File: src/rtl/pong_frame_renderer.sv
// Pong pixel source: owns per-frame ball/paddle/score state and returns registered RGB
// exactly PIPELINE_STAGES cycles after the connector presents a column.
module pong_frame_renderer #(
  parameter int unsigned WIDTH           = 640,
  parameter int unsigned HEIGHT          = 480,
  parameter int unsigned H_CNT_WID       = 10,
  parameter int unsigned V_CNT_WID       = 10,
  parameter int unsigned PIPELINE_STAGES = 2,
  parameter int unsigned PADDLE_W        = 8,
  parameter int unsigned PADDLE_H        = 64,
  parameter int unsigned PADDLE_X_OFF    = 16,
  parameter int unsigned BALL_SIZE       = 8,
  parameter int unsigned BALL_SPEED      = 2,
  parameter int unsigned SERVE_FRAMES    = 60
) (
  input  logic                 CLK,
  input  logic                 RST,
  input  logic                 pixIf_NEXT_FRAME,
  input  logic                 pixIf_H_BLANKING,
  input  logic [H_CNT_WID-1:0] pixIf_H_CNT,
  input  logic [V_CNT_WID-1:0] pixIf_next_V_CNT,
  output logic [3:0]           pixIf_r,
  output logic [3:0]           pixIf_g,
  output logic [3:0]           pixIf_b,
  input  logic [V_CNT_WID-1:0] paddle_l_y,
  input  logic [V_CNT_WID-1:0] paddle_r_y,
  output logic [3:0]           score_l,
  output logic [3:0]           score_r,
  output logic [1:0]           game_state
);

  if (PIPELINE_STAGES < 1) begin : g_bad_stages
    $error("PIPELINE_STAGES must be at least 1");
  end

  localparam int unsigned HW  = H_CNT_WID + 1;
  localparam int unsigned VW  = V_CNT_WID + 1;
  localparam int unsigned SCW = (SERVE_FRAMES > 1) ? $clog2(SERVE_FRAMES) : 1;
  localparam int unsigned FaceL = PADDLE_X_OFF + PADDLE_W;
  localparam int unsigned FaceR = WIDTH - PADDLE_X_OFF - PADDLE_W;

  typedef logic signed [HW-1:0] sh_t;
  typedef logic signed [VW-1:0] sv_t;
  typedef enum logic [1:0] {
    StServe = 2'd0,
    StPlay  = 2'd1,
    StScore = 2'd2
  } state_e;

  localparam sh_t BallXC   = sh_t'((WIDTH - BALL_SIZE) / 2);
  localparam sv_t BallYC   = sv_t'((HEIGHT - BALL_SIZE) / 2);
  localparam sv_t BallYMax = sv_t'(HEIGHT - BALL_SIZE);
  localparam sh_t BallH    = sh_t'(BALL_SIZE);
  localparam sv_t BallV    = sv_t'(BALL_SIZE);
  localparam sh_t SpdH     = sh_t'(BALL_SPEED);
  localparam sh_t SpdHNeg  = -sh_t'(BALL_SPEED);
  localparam sv_t SpdV     = sv_t'(BALL_SPEED);
  localparam sv_t SpdVNeg  = -sv_t'(BALL_SPEED);
  localparam sh_t ZeroH    = sh_t'(0);
  localparam sv_t ZeroV    = sv_t'(0);
  localparam sh_t FaceLH   = sh_t'(FaceL);
  localparam sh_t FaceRH   = sh_t'(FaceR);
  localparam sh_t WidthH   = sh_t'(WIDTH);
  localparam sv_t PadHV    = sv_t'(PADDLE_H);

  localparam logic [V_CNT_WID-1:0] PadMax  = V_CNT_WID'(HEIGHT - PADDLE_H);
  localparam logic [V_CNT_WID-1:0] HeightV = V_CNT_WID'(HEIGHT);
  localparam logic [H_CNT_WID-1:0] PadLX0  = H_CNT_WID'(PADDLE_X_OFF);
  localparam logic [H_CNT_WID-1:0] PadLX1  = H_CNT_WID'(FaceL);
  localparam logic [H_CNT_WID-1:0] PadRX0  = H_CNT_WID'(FaceR);
  localparam logic [H_CNT_WID-1:0] PadRX1  = H_CNT_WID'(FaceR + PADDLE_W);
  localparam logic [H_CNT_WID-1:0] NetX0   = H_CNT_WID'(WIDTH / 2 - 1);
  localparam logic [H_CNT_WID-1:0] NetX1   = H_CNT_WID'(WIDTH / 2);
  localparam logic [SCW-1:0]       ServeLast = SCW'(SERVE_FRAMES - 1);

  state_e               state_q;
  logic [SCW-1:0]       serve_cnt_q;
  logic [3:0]           score_l_q, score_r_q;
  sh_t                  bx_q, vx_q;
  sv_t                  by_q, vy_q;
  logic [V_CNT_WID-1:0] pl_q, pr_q;

  logic hb_q, row_eval_q;
  logic ball_row_q, lpad_row_q, rpad_row_q, net_row_q;
  logic [11:0] pipe_q [PIPELINE_STAGES];

  function automatic logic [3:0] sat_inc(input logic [3:0] s);
    return (s == 4'hF) ? s : s + 4'd1;
  endfunction

  // ---------------------------------------------------------------- frame update
  logic [V_CNT_WID-1:0] pl_clamp, pr_clamp;
  sh_t                  nx;
  sv_t                  ny, pl_s, pr_s;
  logic                 ov_l, ov_r;

  always_comb begin
    pl_clamp = (paddle_l_y > PadMax) ? PadMax : paddle_l_y;
    pr_clamp = (paddle_r_y > PadMax) ? PadMax : paddle_r_y;
    pl_s     = $signed({1'b0, pl_clamp});
    pr_s     = $signed({1'b0, pr_clamp});
    nx       = bx_q + vx_q;
    ny       = by_q + vy_q;
    // Overlap uses the pre-move row so the paddle test matches what was last drawn.
    ov_l     = (by_q + BallV > pl_s) && (by_q < pl_s + PadHV);
    ov_r     = (by_q + BallV > pr_s) && (by_q < pr_s + PadHV);
  end

  always_ff @(posedge CLK) begin
    if (RST) begin
      state_q     <= StServe;
      serve_cnt_q <= '0;
      score_l_q   <= '0;
      score_r_q   <= '0;
      bx_q        <= BallXC;
      by_q        <= BallYC;
      vx_q        <= SpdH;
      vy_q        <= SpdV;
      pl_q        <= '0;
      pr_q        <= '0;
    end else if (pixIf_NEXT_FRAME) begin
      pl_q <= pl_clamp;
      pr_q <= pr_clamp;
      case (state_q)
        StPlay: begin
          if (ny <= ZeroV) begin
            by_q <= ZeroV;
            vy_q <= SpdV;
          end else if (ny >= BallYMax) begin
            by_q <= BallYMax;
            vy_q <= SpdVNeg;
          end else begin
            by_q <= ny;
          end
          if (vx_q < ZeroH) begin
            if (nx <= FaceLH && ov_l) begin
              bx_q <= FaceLH;
              vx_q <= SpdH;
            end else if (nx <= ZeroH) begin
              bx_q      <= nx;
              vx_q      <= SpdHNeg;
              score_r_q <= sat_inc(score_r_q);
              state_q   <= StScore;
            end else begin
              bx_q <= nx;
            end
          end else begin
            if (nx + BallH >= FaceRH && ov_r) begin
              bx_q <= FaceRH - BallH;
              vx_q <= SpdHNeg;
            end else if (nx + BallH >= WidthH) begin
              bx_q      <= nx;
              vx_q      <= SpdH;
              score_l_q <= sat_inc(score_l_q);
              state_q   <= StScore;
            end else begin
              bx_q <= nx;
            end
          end
        end
        StScore: begin
          bx_q        <= BallXC;
          by_q        <= BallYC;
          vy_q        <= SpdV;
          serve_cnt_q <= '0;
          state_q     <= StServe;
        end
        default: begin
          // Also covers the unreachable code 3.
          bx_q <= BallXC;
          by_q <= BallYC;
          if (serve_cnt_q == ServeLast) begin
            serve_cnt_q <= '0;
            state_q     <= StPlay;
          end else begin
            serve_cnt_q <= serve_cnt_q + 1'b1;
          end
        end
      endcase
    end
  end

  assign score_l    = score_l_q;
  assign score_r    = score_r_q;
  assign game_state = state_q;

  // ---------------------------------------------------------------- row stage
  sv_t  row_s, plr_s, prr_s;
  logic row_vis, ball_row_d, lpad_row_d, rpad_row_d;

  always_comb begin
    row_s      = $signed({1'b0, pixIf_next_V_CNT});
    plr_s      = $signed({1'b0, pl_q});
    prr_s      = $signed({1'b0, pr_q});
    row_vis    = pixIf_next_V_CNT < HeightV;
    ball_row_d = (row_s >= by_q) && (row_s < by_q + BallV);
    lpad_row_d = (row_s >= plr_s) && (row_s < plr_s + PadHV);
    rpad_row_d = (row_s >= prr_s) && (row_s < prr_s + PadHV);
  end

  // Evaluate one cycle after the blanking edge so a same-cycle frame update is seen.
  always_ff @(posedge CLK) begin
    if (RST) begin
      hb_q       <= 1'b0;
      row_eval_q <= 1'b0;
      ball_row_q <= 1'b0;
      lpad_row_q <= 1'b0;
      rpad_row_q <= 1'b0;
      net_row_q  <= 1'b0;
    end else begin
      hb_q       <= pixIf_H_BLANKING;
      row_eval_q <= pixIf_H_BLANKING & ~hb_q;
      if (row_eval_q) begin
        ball_row_q <= row_vis & ball_row_d;
        lpad_row_q <= row_vis & lpad_row_d;
        rpad_row_q <= row_vis & rpad_row_d;
        net_row_q  <= row_vis & ~pixIf_next_V_CNT[3];
      end
    end
  end

  // ---------------------------------------------------------------- column / colour
  sh_t         col_s;
  logic        ball_col, lpad_col, rpad_col, net_col;
  logic [11:0] colour;

  always_comb begin
    col_s    = $signed({1'b0, pixIf_H_CNT});
    ball_col = (col_s >= bx_q) && (col_s < bx_q + BallH);
    lpad_col = (pixIf_H_CNT >= PadLX0) && (pixIf_H_CNT < PadLX1);
    rpad_col = (pixIf_H_CNT >= PadRX0) && (pixIf_H_CNT < PadRX1);
    net_col  = (pixIf_H_CNT == NetX0) || (pixIf_H_CNT == NetX1);
    colour   = 12'h000;
    if (ball_row_q && ball_col) begin
      colour = 12'hFFF;
    end else if ((lpad_row_q && lpad_col) || (rpad_row_q && rpad_col)) begin
      colour = 12'hFFF;
    end else if (net_row_q && net_col) begin
      colour = 12'h888;
    end
  end

  // Blanking travels with the pixel; masking at entry equals masking at the output.
  always_ff @(posedge CLK) begin
    if (RST) begin
      for (int i = 0; i < int'(PIPELINE_STAGES); i++) pipe_q[i] <= '0;
    end else begin
      pipe_q[0] <= pixIf_H_BLANKING ? 12'h000 : colour;
      for (int i = 1; i < int'(PIPELINE_STAGES); i++) pipe_q[i] <= pipe_q[i-1];
    end
  end

  assign {pixIf_r, pixIf_g, pixIf_b} = pipe_q[PIPELINE_STAGES-1];

endmodule

File: config.mk
export PLATFORM = sky130hd
export DESIGN_NAME = pong_frame_renderer
export DESIGN_NICKNAME = d
export VERILOG_FILES = /design/src/rtl/pong_frame_renderer.sv
export SDC_FILE = /design/constraint.sdc
export NUM_CORES = 1
export LEC_CHECK = 0
export BUFFER_PORTS_ARGS = -buffer_cell sky130_fd_sc_hd__buf_4
export CAP_MARGIN = 5
export CORE_ASPECT_RATIO = 0.7
export CORE_MARGIN = 2
export CORE_UTILIZATION = 61
export CTS_CLUSTER_DIAMETER = 120
export DETAILED_ROUTE_END_ITERATION = 8
export PLACE_DENSITY = 0.8
export SLEW_MARGIN = 40
export SYNTH_ARGS = -nofsm -noshare
export SYNTH_HDL_FRONTEND = slang
export SYNTH_SLANG_ARGS = --single-unit
File: constraint.sdc
create_clock -name CLK -period 4.7 [get_ports CLK]
set_clock_uncertainty 0.05 [all_clocks]
set_input_delay 0.235 -clock CLK [delete_from_list [all_inputs] [get_ports CLK]]
set_output_delay 0.235 -clock CLK [all_outputs]
set_load 0.03 [all_outputs]
* Word level (Yosys, flattened, before mapping)
Memory sizes are Yosys's and may differ from the RTL's. Cells that the tools add are included.
Word-level totals: bits in registers 86, bits of input ports 44, memories kept 1, memory bits (writable) 24, logic and storage cells 143
Cells by class: magnitude comparators 26, bitwise gates (word level) 15, add/subtract/negate cells 12, reduce and logical (&&, ||, !) cells 25, eq/ne operators 13, multiplexer cells 35
Memory list:
- pipe_q | depth 2, bits a word 12, rd ports 2, clocked after memory_dff 0, wr ports 2, RTL line 85 | logic [11:0] pipe_q [PIPELINE_STAGES];
Operators by type and width (count):
- 2-to-1 mux 11 bit | 14
- 2-to-1 mux 12 bit | 6
- < comparator 11 bit | 6
- adder 10 x 7 -> 11 bit, second input constant | 4
- adder 11 x 5 -> 11 bit, second input constant | 3
- adder 11 bit | 2
- greater-or-equal comparator 11 bit | 2
- greater-or-equal comparator 11 bit, second input constant | 2
- > comparator 11 bit | 2
- less-or-equal comparator 11 x 1 -> 1 bit, second input constant | 2
- case mux 11 bit (2 select lines) | 1
- == test 10 x 9 -> 1 bit, second input constant | 2
- greater-or-equal comparator 10 bit | 2
- > comparator 10 x 9 -> 1 bit, second input constant | 2
- 2-to-1 mux 10 bit | 2
- AND reduction 6 bit | 3
- != test 3 bit, second input constant | 5
- logical AND 1 bit | 14
- 2-to-1 mux 2 bit | 6
- case mux 6 bit (2 select lines) | 1
- greater-or-equal comparator 11 x 10 -> 1 bit, second input constant | 1
- less-or-equal comparator 11 x 6 -> 1 bit, second input constant | 1
- < comparator 11 x 1 -> 1 bit, second input constant | 1
- greater-or-equal comparator 10 bit, second input constant | 1
- 23 further kinds | 41

* Logic depth before layout (Yosys ltp)
word-level depth 9, depth in mapped cells 16

* Worst setup path before layout
OpenSTA, ideal clock, no wires.
path kind input-to-reg, start input port paddle_l_y[0], end register score_r_q[3], in the netlist score_r[3], required time 4.527 ns, slack 1.305 ns, path buffers 0, library setup time 0.123 ns, arrival 3.222 ns, stages 16, path through nor3_1 nand2_1 a21oi_1 nor2_1 nor2_1 nand2_1 ha_1 or4b_1 o221a_1 o2111a_1 or2_0 o221ai_2 o211ai_2 a31oi_2 nand4_1 mux2_1
On the way: word-level cells in the longest chain between the ends 8, elaborated cells on any way between the ends 9
RTL lines:
- from (decl) | RTL line 25 | input logic [V_CNT_WID-1:0] paddle_l_y,
- > comparator 10 x 9 -> 1 bit | RTL line 98 | pl_clamp = (paddle_l_y > PadMax) ? PadMax : paddle_l_y;
- 2-to-1 mux 10 bit * | RTL line 98
- adder 10 x 7 -> 11 bit | RTL line 105 | ov_l = (by_q + BallV > pl_s) && (by_q < pl_s + PadHV);
- < comparator 11 bit | RTL line 105
- logical AND 1 bit * | RTL line 105
- logical AND 1 bit * | RTL line 136 | if (nx <= FaceLH && ov_l) begin
- inverter 1 bit (no line) *
- AND reduction 6 bit (no line) *
- to (signal assigned) | RTL line 142 | score_r_q <= sat_inc(score_r_q);
- to (decl) | RTL line 78 | logic [3:0] score_l_q, score_r_q;
Mark *: on every way between the ends. The rest lies on a longest branch, timed or not. A chain may end at the register's enable or synchronous reset.

* Worst setup path in the final report
start register vx_q[9], end register score_l_q[2], in the netlist score_l[2]
On the way: word-level cells in the longest chain between the ends 6, elaborated cells on any way between the ends 9
RTL lines:
- from (decl) | RTL line 79 | sh_t bx_q, vx_q;
- from (signal assigned) | RTL line 117 | vx_q <= SpdH;
- from (signal assigned) | RTL line 138 | vx_q <= SpdH;
- from (signal assigned) | RTL line 141 | vx_q <= SpdHNeg;
- adder 11 bit | RTL line 102 | nx = bx_q + vx_q;
- adder 11 x 5 -> 11 bit | RTL line 148, 151
- greater-or-equal comparator 11 bit | RTL line 148 | if (nx + BallH >= FaceRH && ov_r) begin
- logical AND 1 bit | RTL line 148
- inverter 1 bit (no line)
- AND reduction 6 bit (no line) *
- to (signal assigned) | RTL line 154 | score_l_q <= sat_inc(score_l_q);
- to (decl) | RTL line 78
Marks and branches as above.

==> impl_metrics.toml <==
[outcome]
status = "completed"

[synth]
yosysTopAreaCell = "ha_1"
synth-seq-cells = 68
synth-main-ff-cell = "dfxtp_1"
synth_cell_types = 76
synth-edff-count = 0
synth_top_cell_area_share = 0.221
async_flop_share = 0
ys_seq_area_frac = 0.209
synth_area_per_cell_um2 = 8.02
netlist_area_um2 = 6500
syn_inst = 810
synth_area_leaders = "ha_1, dfxtp_1, a21oi_1, inv_1, nor2_1"
ys_warn_count = 0

[clocking]
ctsHoldBuffers = 0
cts_resized = 0
root_buffer = "clkbuf_16"
cts_tree = "built"
cts_buffers = 9
path_clk_slew_ns = 0.06
post_cts_buffers = 0
clk_path_buf_depth = 2
h-tree-depth = 3
clk_latency_ns = 0.34
cts.sinks = 68

[layout]
num_antenna_cells = 0
n_fill_cell = 856
fin_cells = 1001
fin_util = 0.709
fin_area_um2 = 7340
synthToLayoutAreaGrowth_pct = 12.9
fin_nets = 1025
layout_commonest_cell = "ha_1"
layout_common_cells = "ha_1, inv_1, nor2_1, dfxtp_1, buf_4"
drive_above_1_share = 0.110

[hold_path]
min_to = "hb_q$_SDFF_PP0_"
hp-class = "in2reg"
hold_path_depth = 2
min-delay-start = "pixIf_H_BLANKING"

[global_routing]
grt_first_pass_wirelength_um = 28500
grt_pass1_vias = 5907
use_met1 = 0.432
grtUsageMet3 = 0.0598
use_met2 = 0.479
grtUsageTotal = 0.305
antenna_found_initial = 0
grt_overflow = 0
grt_busiest_layer = "met2"
grt_max_degree = 45

[worst_setup_path]
cp.required_ns = 4.91
r2r-start = "vx_q[9]$_SDFFE_PP0P_"
r2r_end = "score_l[2]$_SDFFE_PP0P_"
r2r_setup_slack_ns = 0.88
crit_type = "reg2reg"
worstPathArrival_ns = 4.02
critPathMaxFanout = 13
end_kind = "flip-flop"
worstSetupStartpointType = "flip-flop"
reg2regPathDepth = 11

[sta]
finalSetupViolCount = 0
fmax_mhz = 262
fin_crit_ns = 3.82
setup_tns_ns = 0
tightest_slew_ns = 0.838
rsz0062_at_grt = "no"
timing_hold_violations_final = 0
finalWorstSetupSlack_ns = 0.883
hold_slack_ns = 0.139
fin_crit_sh = 0.812
slew_headroom = 0.440
drv_slew = 0

[power_and_ir_drop]
p_leak_nw = 3.30
power_density_nw_per_um2 = 216
power_mw = 1.58
peakVddDrop_uv = 155

[place]
dp_hpwl_um = 13600
numPortBuffers = 65
post-place-ws_ns = 0.854
dp.cells = 985
place_area_um2 = 7010
place.gp.congestion = 0.970

[floorplanning]
dieArea_um2 = 11500
die_w_um = 127
start_util = 0.628
rows = 31
coreArea_um2 = 10400
boundaryPins = 66
die_h_um = 90.4

[route]
num_vias = 6301
drt_drc_violations_left = 0
dr.pass1.iters = 5
postRouteWirelength_um = 17500
drt_iter0_drc = 703
routed_via_density = 6.29
ant_nets = 0
post_drt_wl_per_cell_um = 17.4

[job]
cap_violations = 0
sequential cells by signal, indices dropped and copies added (netlist names), 2 cells and up:
name,count
bx_q,10
by_q,10
pl_q,10
pr_q,10
serve_cnt_q,6
pipe_q,4
score_l,4
score_r,4
game_state,2
cells in the mapped netlist (all sizes together) (3+ instances only):
master and instances:
o21ai 39, nand3b 3, o41ai 3, a2bb2oi 3, o2111ai 4, mux2i 4
o211ai 4, o311ai 4, and3 6, nand2b 4, nand2 63, o22ai 5
xor2 15, xnor2 25, buf 19, ha 115, nor2b 17, a21boi 4
nor4 6, or3 11, a32oi 3, o31ai 8, nand4 14, a22oi 3
clkbuf 8, a31oi 6, and2 5, inv 70, a21oi 60, nor2 70
a211oi 16, a21o 16, or4 4, nand3 34, o221ai 5, o21a 22
or2 3, nor3 10, dfxtp 68
worst max path at each step:
stage	startpoint	end	slack, ns	cells past startpoint
floorplan	paddle_l_y[0]	score_r[3]$_SDFFE_PP0P_	1.30	16
global placement	paddle_l_y[0]	score_r[3]$_SDFFE_PP0P_	1.01	17
detailed placement	paddle_l_y[0]	score_r[3]$_SDFFE_PP0P_	0.85	17
CTS	vx_q[9]$_SDFFE_PP0P_	score_l[2]$_SDFFE_PP0P_	1.00	11
global route	vx_q[9]$_SDFFE_PP0P_	score_l[2]$_SDFFE_PP0P_	0.72	11
finish	vx_q[9]$_SDFFE_PP0P_	score_l[2]$_SDFFE_PP0P_	0.88	11
where the power goes:
| part | internal [mW] | switching, mW | leakage (nW) |
|---|---|---|---|
| Combinational | 0.102 | 0.134 | 2.59 |
| Clock | 0.468 | 0.281 | 0.160 |
| Sequential | 0.587 | 0.00933 | 0.552 |
area by class of cell:
class                   instances  area [µm²]  area share
flip-flops and latches         68        1360       0.186
clock buffers                   9         225      0.0307
repair buffers                 65         488      0.0665
well taps                     132         165      0.0225
multi-input cells             650        4740       0.645
clock inverters                 7         100      0.0136
inverters                      70         263      0.0358
worst max-delay path: stages, from the launching register on:
cell and delay, ns:
dfxtp_1 0.66, inv_1 0.19, fa_1 0.49, nand2b_1 0.20, a21oi_1 0.17, xor2_1 0.31
nand4_1 0.23, or3_1 0.42, nand3_1 0.12, nand4_1 0.29, or3_1 0.42, a21oi_1 0.18
cell families after synthesis:
group / synth area share
AND/OR/NAND/NOR: 0.196
multiplexers: 0.00789
AO/OA/AOI/OAI: 0.230
adder cells (fa/ha/maj): 0.231
XOR/XNOR: 0.0597
buffers and inverters: 0.0651
flip-flops: 0.209
other: 0.000577
per-layer routing:
layer / wire [µm] / vias up
met5: 0 / -
met4: 222 / 0
met3: 1510 / 33
met2: 7550 / 273
met1: 8180 / 2950
li1: - / 3045
No activity file was read; power rests on OpenSTA's default activity.
